### config.mk
export PLATFORM = sky130hd
export DESIGN_NAME = stopwatch_ctrl_flat
export DESIGN_NICKNAME = d
export VERILOG_FILES = /design/src/rtl/stopwatch_ctrl_if.sv /design/src/rtl/stopwatch_ctrl.sv /design/src/flat_wrapper.sv
export SDC_FILE = /design/constraint.sdc
export NUM_CORES = 1
export LEC_CHECK = 0
export CAP_MARGIN = 25
export CORE_MARGIN = 2
export CORE_UTILIZATION = 55
export CTS_CLUSTER_SIZE = 10
export DETAILED_ROUTE_END_ITERATION = 16
export GPL_TIMING_DRIVEN = 0
export PLACE_DENSITY = 0.78
export SYNTH_ARGS = -nofsm -noshare
export SYNTH_HDL_FRONTEND = slang
export SYNTH_SLANG_ARGS = --single-unit
export TNS_END_PERCENT = 100
### constraint.sdc
create_clock -name clk -period 4.15 [get_ports clk]
set_clock_uncertainty 0.1 [all_clocks]
set_input_delay 1.0375 -clock clk [delete_from_list [all_inputs] [get_ports clk]]
set_output_delay 1.0375 -clock clk [all_outputs]
set_load 0.05 [all_outputs]
### src/rtl/stopwatch_ctrl_if.sv
// Signal bundle between the stopwatch control FSM and its surroundings
// (buttons, 1 Hz divider, second counter, display holder).
interface stopwatch_ctrl_if;
    logic       btn_ss;
    logic       btn_lr;
    logic       tick;
    logic [2:0] cur_ts;
    logic [3:0] cur_ss;
    logic       cnt_en;
    logic       cnt_clr;
    logic       hold;
    logic [1:0] state;

    modport master (
        output btn_ss, btn_lr, tick, cur_ts, cur_ss,
        input  cnt_en, cnt_clr, hold, state
    );

    modport slave (
        input  btn_ss, btn_lr, tick, cur_ts, cur_ss,
        output cnt_en, cnt_clr, hold, state
    );
endinterface

### src/rtl/stopwatch_ctrl.sv
// Stopwatch control FSM: button sync/debounce, tick gating, counter clear, display hold.
// Optional STOPWATCH_AUTOSTOP_EN stops the run at 59 s instead of wrapping.
module stopwatch_ctrl #(
    parameter int unsigned DEBOUNCE_CYCLES = 500000,
    parameter int unsigned DB_W            = 20
) (
    input logic             clk,
    input logic             reset,
    stopwatch_ctrl_if.slave sw
);
    typedef enum logic [1:0] {
        StIdle = 2'b00,
        StRun  = 2'b01,
        StStop = 2'b10,
        StLap  = 2'b11
    } state_e;

    localparam logic [DB_W-1:0] DbLast = DB_W'(DEBOUNCE_CYCLES - 1);

    // Bit 0: start/stop, bit 1: lap/reset.
    logic [1:0]      raw;
    logic [1:0]      sync1_q, sync2_q, db_q, db_dly_q, press_q;
    logic [DB_W-1:0] db_cnt_q [2];

    assign raw = {sw.btn_lr, sw.btn_ss};

    always_ff @(posedge clk or posedge reset) begin
        if (reset) begin
            sync1_q     <= '0;
            sync2_q     <= '0;
            db_q        <= '0;
            db_dly_q    <= '0;
            press_q     <= '0;
            db_cnt_q[0] <= '0;
            db_cnt_q[1] <= '0;
        end else begin
            sync1_q  <= raw;
            sync2_q  <= sync1_q;
            db_dly_q <= db_q;
            press_q  <= db_q & ~db_dly_q;
            for (int i = 0; i < 2; i++) begin
                if (sync2_q[i] == db_q[i]) begin
                    db_cnt_q[i] <= '0;
                end else if (db_cnt_q[i] == DbLast) begin
                    db_q[i]     <= ~db_q[i];
                    db_cnt_q[i] <= '0;
                end else begin
                    db_cnt_q[i] <= db_cnt_q[i] + DB_W'(1);
                end
            end
        end
    end

    state_e state_q;
    logic   hold_q, clr_q;
    logic   ps, pl, running, autostop;

    assign ps      = press_q[0];
    assign pl      = press_q[1];
    assign running = (state_q == StRun) || (state_q == StLap);

`ifdef STOPWATCH_AUTOSTOP_EN
    assign autostop = running & sw.tick & (sw.cur_ts == 3'd5) & (sw.cur_ss == 4'd9);
`else
    logic unused_cur;
    assign unused_cur = ^{sw.cur_ts, sw.cur_ss};
    assign autostop   = 1'b0;
`endif

    assign sw.cnt_en  = sw.tick & running & ~autostop;
    assign sw.cnt_clr = clr_q;
    assign sw.hold    = hold_q;
    assign sw.state   = state_q;

    // Priority: autostop, then start/stop, then lap/reset.
    always_ff @(posedge clk or posedge reset) begin
        if (reset) begin
            state_q <= StIdle;
            hold_q  <= 1'b0;
            clr_q   <= 1'b0;
        end else begin
            clr_q <= 1'b0;
            if (autostop) begin
                state_q <= StStop;
                hold_q  <= 1'b0;
            end else if (ps) begin
                state_q <= running ? StStop : StRun;
                hold_q  <= 1'b0;
            end else if (pl) begin
                unique case (state_q)
                    StIdle, StStop: begin
                        state_q <= StIdle;
                        hold_q  <= 1'b0;
                        clr_q   <= 1'b1;
                    end
                    StRun: begin
                        state_q <= StLap;
                        hold_q  <= 1'b1;
                    end
                    StLap: begin
                        state_q <= StRun;
                        hold_q  <= 1'b0;
                    end
                    default: begin
                        state_q <= StIdle;
                        hold_q  <= 1'b0;
                    end
                endcase
            end
        end
    end
endmodule

### src/flat_wrapper.sv
// flat-port wrapper written by rule: the top's interface ports become plain ports
module stopwatch_ctrl_flat 
#(
    parameter int unsigned DEBOUNCE_CYCLES = 500000,
    parameter int unsigned DB_W            = 20
)
  (clk, reset, sw_btn_ss, sw_btn_lr, sw_tick, sw_cur_ts, sw_cur_ss, sw_cnt_en, sw_cnt_clr, sw_hold, sw_state);
  stopwatch_ctrl_if sw_i ();
  input logic clk;
  input logic reset;
  input wire logic [$bits(sw_i.btn_ss)-1:0] sw_btn_ss;
  input wire logic [$bits(sw_i.btn_lr)-1:0] sw_btn_lr;
  input wire logic [$bits(sw_i.tick)-1:0] sw_tick;
  input wire logic [$bits(sw_i.cur_ts)-1:0] sw_cur_ts;
  input wire logic [$bits(sw_i.cur_ss)-1:0] sw_cur_ss;
  output wire logic [$bits(sw_i.cnt_en)-1:0] sw_cnt_en;
  output wire logic [$bits(sw_i.cnt_clr)-1:0] sw_cnt_clr;
  output wire logic [$bits(sw_i.hold)-1:0] sw_hold;
  output wire logic [$bits(sw_i.state)-1:0] sw_state;
  assign sw_i.btn_ss = sw_btn_ss;
  assign sw_i.btn_lr = sw_btn_lr;
  assign sw_i.tick = sw_tick;
  assign sw_i.cur_ts = sw_cur_ts;
  assign sw_i.cur_ss = sw_cur_ss;
  assign sw_cnt_en = sw_i.cnt_en;
  assign sw_cnt_clr = sw_i.cnt_clr;
  assign sw_hold = sw_i.hold;
  assign sw_state = sw_i.state;
  stopwatch_ctrl #(.DEBOUNCE_CYCLES(DEBOUNCE_CYCLES), .DB_W(DB_W)) u_core (.clk(clk), .reset(reset), .sw(sw_i));
endmodule
==> impl_summary.log, run 1 <==
[metrics] status: finished clean
[metrics] source-to-sink clock delay at the later pin of the worst-skew pair: 310 ps
[metrics] first-pass GRT wire length: 7380 um
[metrics] Core Rows: 24
[metrics] final instance area: 0.00274 mm2
[metrics] synth warn: 0
[metrics] number of buffers created by CTS: 5
[metrics] total of hold buffers inserted after clock tree synthesis: 0
[metrics] die height: 70.9 um
[metrics] Buf+Inv Stages, Crit Path: 2
[metrics] antenna diode instance count: 0
[metrics] clock sink count: 54
[metrics] number of antenna violations at the first check in global routing: 0
[metrics] cell with the largest stage delay on the worst path: clkdlybuf4s50_1
[metrics] drt pass-1 iters: 4
[metrics] pin count of the biggest net entering global routing: 38
[metrics] post-detailed-placement half-perimeter wirelength: 2940 um
[metrics] final period utilization: 85.2%
[metrics] Vias per Instance: 5.59
[metrics] buffers from clock root to sink, at most: 2
[metrics] CTS tree: built
[metrics] critical path's largest stage delay: 800 ps
[metrics] peak clock frequency supported by timing: 0.283 GHz
[metrics] fillers: 356
[metrics] die boundary width: 70.9 um
[metrics] Max-cap violations: 0
[metrics] number of remaining DRC errors: 0
[metrics] Setup crit start kind: input port
[metrics] Routed WL per cell: 13.5 um
[metrics] final critical-path required period: 3540 ps
[metrics] Final Util: 63.3%
[metrics] H-tree levels: 2
[metrics] die area: 0.00502 mm2
[metrics] GRT Residual Overflow: 0
[metrics] final setup fails: 0
[metrics] total cell area at the placement stage: 0.00263 mm2
[metrics] Core Area: 0.00432 mm2
[metrics] Setup TNS: 0 ps
[metrics] leakage power: 0.00113 uW
[metrics] data required time at the worst endpoint: 3010 ps
[metrics] final weighted congestion of routability-driven global placement: 0.819
[metrics] post-synthesis instance total: 233
[metrics] slew at the pin closest to its max-slew limit: 718 ps
[metrics] count of endpoints failing hold in the final timing report: 0
[metrics] post-synthesis sequential area ratio: 55.0%
[metrics] IO Pins: 17
[metrics] startpoint-to-endpoint class of the critical path: input port to output port
[metrics] clk root buf: clkbuf_8
[metrics] total power divided by cell area: 325 mW/mm2
[metrics] path type of the worst min-delay path: flop to flop
[metrics] First DRT Iteration DRCs: 60
[metrics] Mapped Nets: 247
[metrics] RSZ-0062 raised after global routing: false
[metrics] Vias: 1693
[metrics] Worst IR Drop VDD: 215 uV
[metrics] Initial Util: 56.9%
[metrics] top fanout value on the critical path: 1
[metrics] cell mode on critical path: clkdlybuf4s50_1
[metrics] Routed Antenna Nets: 0
[metrics] area growth from synthesis to layout: 11.4%
[metrics] net count reported at finish: 264
[metrics] Synth Cell Area: 0.00246 mm2
[metrics] Inst Count DP: 295
[metrics] layout cell share with drive strength beyond 1: 7.97%
[metrics] critical path's top delay family: buffers and inverters
[metrics] global-route usage over all layers: 18.4%
[metrics] number of buffers added for setup after CTS: 0
[metrics] endpoint kind of the worst setup timing path: output port
[metrics] final worst hold slack: 258 ps
[metrics] number of pins exceeding their max-slew limit in the final report: 0
[metrics] footprint of the multi-input gates: 0.00107 mm2
[metrics] post-synthesis sequential element count: 54
[metrics] Slew HR: 51.8%
[metrics] cell breakdown of the critical path: clkdlybuf4s50_1, and2_1, clkdlybuf4s50_1
[metrics] non-filler instance count after layout: 303
[metrics] cts repair resizes: 0
[metrics] vias in the first global route: 1700
[metrics] average footprint of a synthesized cell: 10.6 um2
[metrics] number of different library cells in the post-synthesis netlist: 32
[metrics] area taken by flip-flops and latches: 0.00135 mm2
[metrics] clock-pin slew on the worst setup and hold paths: 100 ps
[metrics] arrival time of data at the critical path endpoint: 2400 ps
[metrics] DRT Wirelength: 4100 um
[metrics] PortBufs: 9
state kept, by name (all words and copies together), names as in the netlist, 2 cells and up:
name	count
u_core.db_cnt_q	40
u_core.db_dly_q	2
u_core.db_q	2
u_core.press_q	2
u_core.sw.state	2
u_core.sync1_q	2
u_core.sync2_q	2
cell usage after synthesis:
library cell | number | area (um2)
dfrtp_1 | 54 | 1350
nor2_1 | 37 | 139
xnor2_1 | 23 | 201
nand2_1 | 12 | 45.0
nor3_1 | 12 | 60.1
nand3_1 | 10 | 50.1
xor2_1 | 10 | 87.6
nand4_1 | 9 | 56.3
nor4_1 | 9 | 56.3
o21ai_0 | 8 | 40.0
inv_1 | 7 | 26.3
a21oi_1 | 5 | 25.0
or3_1 | 4 | 25.0
and2_1 | 3 | 18.8
nor2b_1 | 3 | 18.8
nor4b_1 | 3 | 26.3
and3_1 | 2 | 12.5
and4_1 | 2 | 17.5
buf_2 | 2 | 10.0
ha_1 | 2 | 25.0
mux2_2 | 2 | 22.5
mux2i_1 | 2 | 20.0
nand2b_1 | 2 | 12.5
or4_4 | 2 | 22.5
nand3b_1 | 1 | 7.51
nand4_2 | 1 | 12.5
nand4_4 | 1 | 21.3
nand4b_1 | 1 | 8.76
nor3b_1 | 1 | 7.51
nor4bb_1 | 1 | 10.0
o21ai_2 | 1 | 8.76
o31ai_2 | 1 | 12.5
path summary, 6_finish.rpt:
| check | startpoint | slack, ps | endpoint | cells past startpoint |
|---|---|---|---|---|
| worst max-delay path | sw_tick | 610 | sw_cnt_en | 3 |
| worst min-delay path | u_core.sync1_q[0]$_DFF_PP0_ | 260 | u_core.sync2_q[0]$_DFF_PP0_ | 0 |
| worst max register to register | u_core.db_cnt_q[20]$_DFF_PP0_ | 1740 | u_core.db_cnt_q[29]$_DFF_PP0_ | 5 |
| worst min register to register | u_core.sync1_q[0]$_DFF_PP0_ | 260 | u_core.sync2_q[0]$_DFF_PP0_ | 0 |
| max in group asynchronous | reset | 2500 | u_core.db_cnt_q[0]$_DFF_PP0_ | 3 |
| min in group asynchronous | reset | 930 | u_core.db_dly_q[0]$_DFF_PP0_ | 2 |
layer usage:
layer	vias up	GRT usage (%)	wire, um
met2	10	30.7	2000
met4	0	4.40	43
li1	844	-	-
met3	5	5.56	97
met1	834	23.8	1950
met5	-	0	0
final cells by class:
cell class	count	share of cell area [%]
flip-flops and latches	54	49.3
multi-input cells	170	39.1
repair buffers	10	4.02
clock buffers	7	3.52
well taps	52	2.38
inverters	7	0.959
plain buffers	2	0.365
clock inverters	1	0.320
worst reg2reg max path, cell delays in order (launching register included):
cell and delay [ps]:
dfrtp_1 420, ha_1 230, nand4_1 380, o31ai_2 750, buf_2 350, nor2_1 80
cells in the final DEF (no fill, tap or decap), types with 4 or more instances in the layout:
cell,n
o21ai_0,8
xor2_1,10
nand3_1,10
nand2_1,12
nor2_1,37
clkdlybuf4s50_1,9
dfrtp_1,54
clkbuf_8,7
nand4_1,9
or3_1,4
nor3_1,12
a21oi_1,5
xnor2_1,23
nor4_1,9
inv_1,6
per-stage QoR:
step	worst slack, ps	total power (uW)
floorplan	1560	569
detailed placement	603	583
CTS	604	904
finish	612	891
global placement	621	579
global route	569	928
power breakdown:
part | leakage (uW) | switching (uW) | internal [uW] | total, uW
clock network | 0.0000544 | 167 | 153 | 320
registers | 0.000740 | 6.33 | 532 | 539
logic | 0.000335 | 21.0 | 11.4 | 32.4
cells by family after synthesis:
group | count (synthesis) | share of synthesized area, %
compound gates | 15 | 3.51
xor+xnor | 33 | 11.8
fa+ha+maj | 2 | 1.02
buf+inv | 9 | 1.48
flops | 54 | 55.0
mux | 4 | 1.73
simple gates | 116 | 25.5
No activity file was read; power rests on OpenSTA's default activity.
==> run 2, diff against run 1 <==
--- a/config.mk
+++ b/config.mk
@@ -5,8 +5,8 @@
 export SDC_FILE = /design/constraint.sdc
 export NUM_CORES = 1
 export LEC_CHECK = 0
-export CAP_MARGIN = 25
-export CORE_MARGIN = 2
+export CAP_MARGIN = 5
+export CORE_MARGIN = 4
 export CORE_UTILIZATION = 55
 export CTS_CLUSTER_SIZE = 10
 export DETAILED_ROUTE_END_ITERATION = 16
==> run 2 against run 1 <==
Net effect:
- combinational power fell by 2%
- die area rose by 12%
- hold slack got worse by 8.1 ps
- final area fell by 0.37%
- critical path depth did not move
- via count fell by 1.5%
- first-iteration DRC count rose by 63%
- total power fell by 1.4%
- fmax rose by 0.29%
- register-to-register slack improved by 110 ps
- critical path type unchanged
- largest cell class unchanged
- highest routed layer unchanged
- non-clock buffer count did not move
==> impl_summary.log, run 2 (synthesis results as in run 1) <==
[metrics] Vias: 1668 (-1.5%)
[metrics] Routed WL per cell: 13.5 um (-0.22%)
[metrics] Initial Util: 56.5% (-0.39 points)
[metrics] total of hold buffers inserted after clock tree synthesis: 0 (unchanged)
[metrics] antenna diode instance count: 0 (unchanged)
[metrics] pin count of the biggest net entering global routing: 34 (-11%)
[metrics] Core Area: 0.00435 mm2 (+0.69%)
[metrics] critical path depth in cells: 3 (unchanged)
[metrics] cell breakdown of the critical path: clkdlybuf4s50_1, and2_1, clkdlybuf4s50_1
[metrics] number of buffers added for setup after CTS: 0 (unchanged)
[metrics] GRT Residual Overflow: 0 (unchanged)
[metrics] First DRT Iteration DRCs: 98 (+63%)
[metrics] final setup fails: 0 (unchanged)
[metrics] net count reported at finish: 264 (unchanged)
[metrics] total power divided by cell area: 322 mW/mm2 (-1.0%)
[metrics] IO Pins: 17 (unchanged)
[metrics] number of antenna violations at the first check in global routing: 0 (unchanged)
[metrics] Setup TNS: 0 ps (unchanged)
[metrics] arrival time of data at the critical path endpoint: 2390 ps (about the same)
[metrics] vias in the first global route: 1635 (-3.8%)
[metrics] final weighted congestion of routability-driven global placement: 0.865 (+5.7%)
[metrics] final worst hold slack: 250 ps (-8.05 ps)
[metrics] critical path's largest stage delay: 790 ps (about the same)
[metrics] Core Rows: 24 (unchanged)
[metrics] RSZ-0062 raised after global routing: false
[metrics] clock-pin slew on the worst setup and hold paths: 110 ps (about the same)
[metrics] cell mode on critical path: clkdlybuf4s50_1
[metrics] die area: 0.00560 mm2 (+12%)
[metrics] layout cell share with drive strength beyond 1: 7.97% (unchanged)
[metrics] Vias per Instance: 5.50 (-1.5%)
[metrics] Critical R2R Capture: u_core.db_cnt_q[29]$_DFF_PP0_
[metrics] Slew HR: 56.8% (+5.0 points)
[metrics] Most flops, register: u_core.db_cnt_q
[metrics] Max-cap violations: 0 (unchanged)
[metrics] count of endpoints failing hold in the final timing report: 0 (unchanged)
[metrics] critical path startpoint: sw_tick
[metrics] post-detailed-placement half-perimeter wirelength: 2830 um (-3.7%)
[metrics] area growth from synthesis to layout: 11.0%
[metrics] Setup crit start kind: input port
[metrics] source-to-sink clock delay at the later pin of the worst-skew pair: 310 ps (about the same)
[metrics] Routed Antenna Nets: 0 (unchanged)
[metrics] CTS tree: built
[metrics] Buf+Inv Stages, Crit Path: 2 (unchanged)
[metrics] number of pins exceeding their max-slew limit in the final report: 0 (unchanged)
[metrics] PortBufs: 9 (unchanged)
[metrics] clk root buf: clkbuf_8
[metrics] Worst IR Drop VDD: 248 uV (+16%)
[metrics] global-route usage over all layers: 16.6% (-1.8 points)
[metrics] Largest register FFs: 40 (unchanged)
[metrics] peak clock frequency supported by timing: 0.283 GHz (+0.29%)
[metrics] number of buffers created by CTS: 5 (unchanged)
[metrics] number of cells on the worst reg-to-reg path: 5 (unchanged)
[metrics] leakage power: 0.00112 uW (-0.47%)
[metrics] number of remaining DRC errors: 0 (unchanged)
[metrics] startpoint-to-endpoint class of the critical path: input port to output port
[metrics] H-tree levels: 2 (unchanged)
[metrics] die boundary width: 74.9 um (+5.6%)
[metrics] DRT Wirelength: 4090 um (-0.22%)
[metrics] drt pass-1 iters: 4 (unchanged)
[metrics] die height: 74.9 um (+5.6%)
[metrics] clock sink count: 54 (unchanged)
[metrics] path type of the worst min-delay path: flop to flop
[metrics] data required time at the worst endpoint: 3010 ps (about the same)
[metrics] final period utilization: 85.0% (-0.25 points)
[metrics] first-pass GRT wire length: 7160 um (-3.1%)
[metrics] leading cell type in the layout, fill and taps excluded: dfrtp_1
[metrics] cts repair resizes: 0 (unchanged)
[metrics] status: finished clean
[metrics] critical path's top delay family: buffers and inverters
[metrics] slew at the pin closest to its max-slew limit: 644 ps (-74.2 ps)
[metrics] Final Util: 62.7% (-0.67 points)
[metrics] destination of the critical timing path: sw_cnt_en
[metrics] beginning of the worst register-to-register path: u_core.db_cnt_q[20]$_DFF_PP0_
[metrics] endpoint kind of the worst setup timing path: output port
[metrics] top fanout value on the critical path: 1 (unchanged)
[metrics] final critical-path required period: 3530 ps (-10.2 ps)
[metrics] cell with the largest stage delay on the worst path: clkdlybuf4s50_1
[metrics] buffers from clock root to sink, at most: 2 (unchanged)
[metrics] most frequent cells in the layout: dfrtp_1, nor2_1, xnor2_1
[metrics] internal reg-to-reg setup slack: 1850 ps (+110 ps)
[run 2: layout make-up]
class | instances | area, um2
fillers | 365 | 1630
flip-flops and latches | 54 | 1350
multi-input cells | 170 | 1070
repair buffers | 10 | 110
clock buffers | 5 | 68.8
well taps | 52 | 65.1
clock inverters | 3 | 26.3
inverters | 7 | 26.3
plain buffers | 2 | 10.0
[run 2: metal layers]
layer | part of all wire [%] | vias up | global-route usage [%] | routed length (um)
li1 | - | 848 | - | -
met1 | 47 | 791 | 20.5 | 1930
met2 | 49 | 22 | 28.2 | 2000
met3 | 2.8 | 7 | 5.74 | 115
met4 | 1.1 | 0 | 3.75 | 44
met5 | 0 | - | 0 | 0
[run 2: stage by stage]
step           total power, uW  setup slack [ps]  cell area, um2  cells
2_1_floorplan              569              1560            2460    233
3_3_place_gp               579               621            2610    294
3_5_place_dp               582               618            2630    295
4_1_cts                    887               614            2730    303
5_1_grt                    914               593            2730    303
6_report                   878               622            2730    303
[run 2: power breakdown]
part           leakage, uW  switching, uW  internal (uW)
combinational     0.000335           20.5           11.3
clock            0.0000491            183            125
sequential        0.000740           6.72            532
total              0.00112            210            668
[run 2: how the worst min path moves through the flow]
stage                                startpoint                           to  slack (ps)  cells after the start
finish              u_core.sync1_q[0]$_DFF_PP0_  u_core.sync2_q[0]$_DFF_PP0_         250                      0
global route        u_core.sync1_q[0]$_DFF_PP0_  u_core.sync2_q[0]$_DFF_PP0_         250                      0
CTS                 u_core.sync1_q[0]$_DFF_PP0_  u_core.sync2_q[0]$_DFF_PP0_         260                      0
detailed placement  u_core.sync1_q[0]$_DFF_PP0_  u_core.sync2_q[0]$_DFF_PP0_         240                      0
global placement    u_core.sync1_q[1]$_DFF_PP0_  u_core.sync2_q[1]$_DFF_PP0_         240                      0
floorplan           u_core.sync1_q[0]$_DFF_PP0_  u_core.sync2_q[0]$_DFF_PP0_         230                      0
[run 2: worst reg2reg max path, cell delays in order (launching register included)]
cell and delay [ps]:
dfrtp_1 410, ha_1 230, nand4_1 360, o31ai_2 690
buf_2 330, nor2_1 70
==> run 3, diff against run 2 <==
--- a/config.mk
+++ b/config.mk
@@ -12,6 +12,7 @@
 export DETAILED_ROUTE_END_ITERATION = 16
 export GPL_TIMING_DRIVEN = 0
 export PLACE_DENSITY = 0.78
+export SKIP_CTS_REPAIR_TIMING = 1
 export SYNTH_ARGS = -nofsm -noshare
 export SYNTH_HDL_FRONTEND = slang
 export SYNTH_SLANG_ARGS = --single-unit
==> results of run 3 <==
Final layout, timing and power as in run 2 (identical DEF).
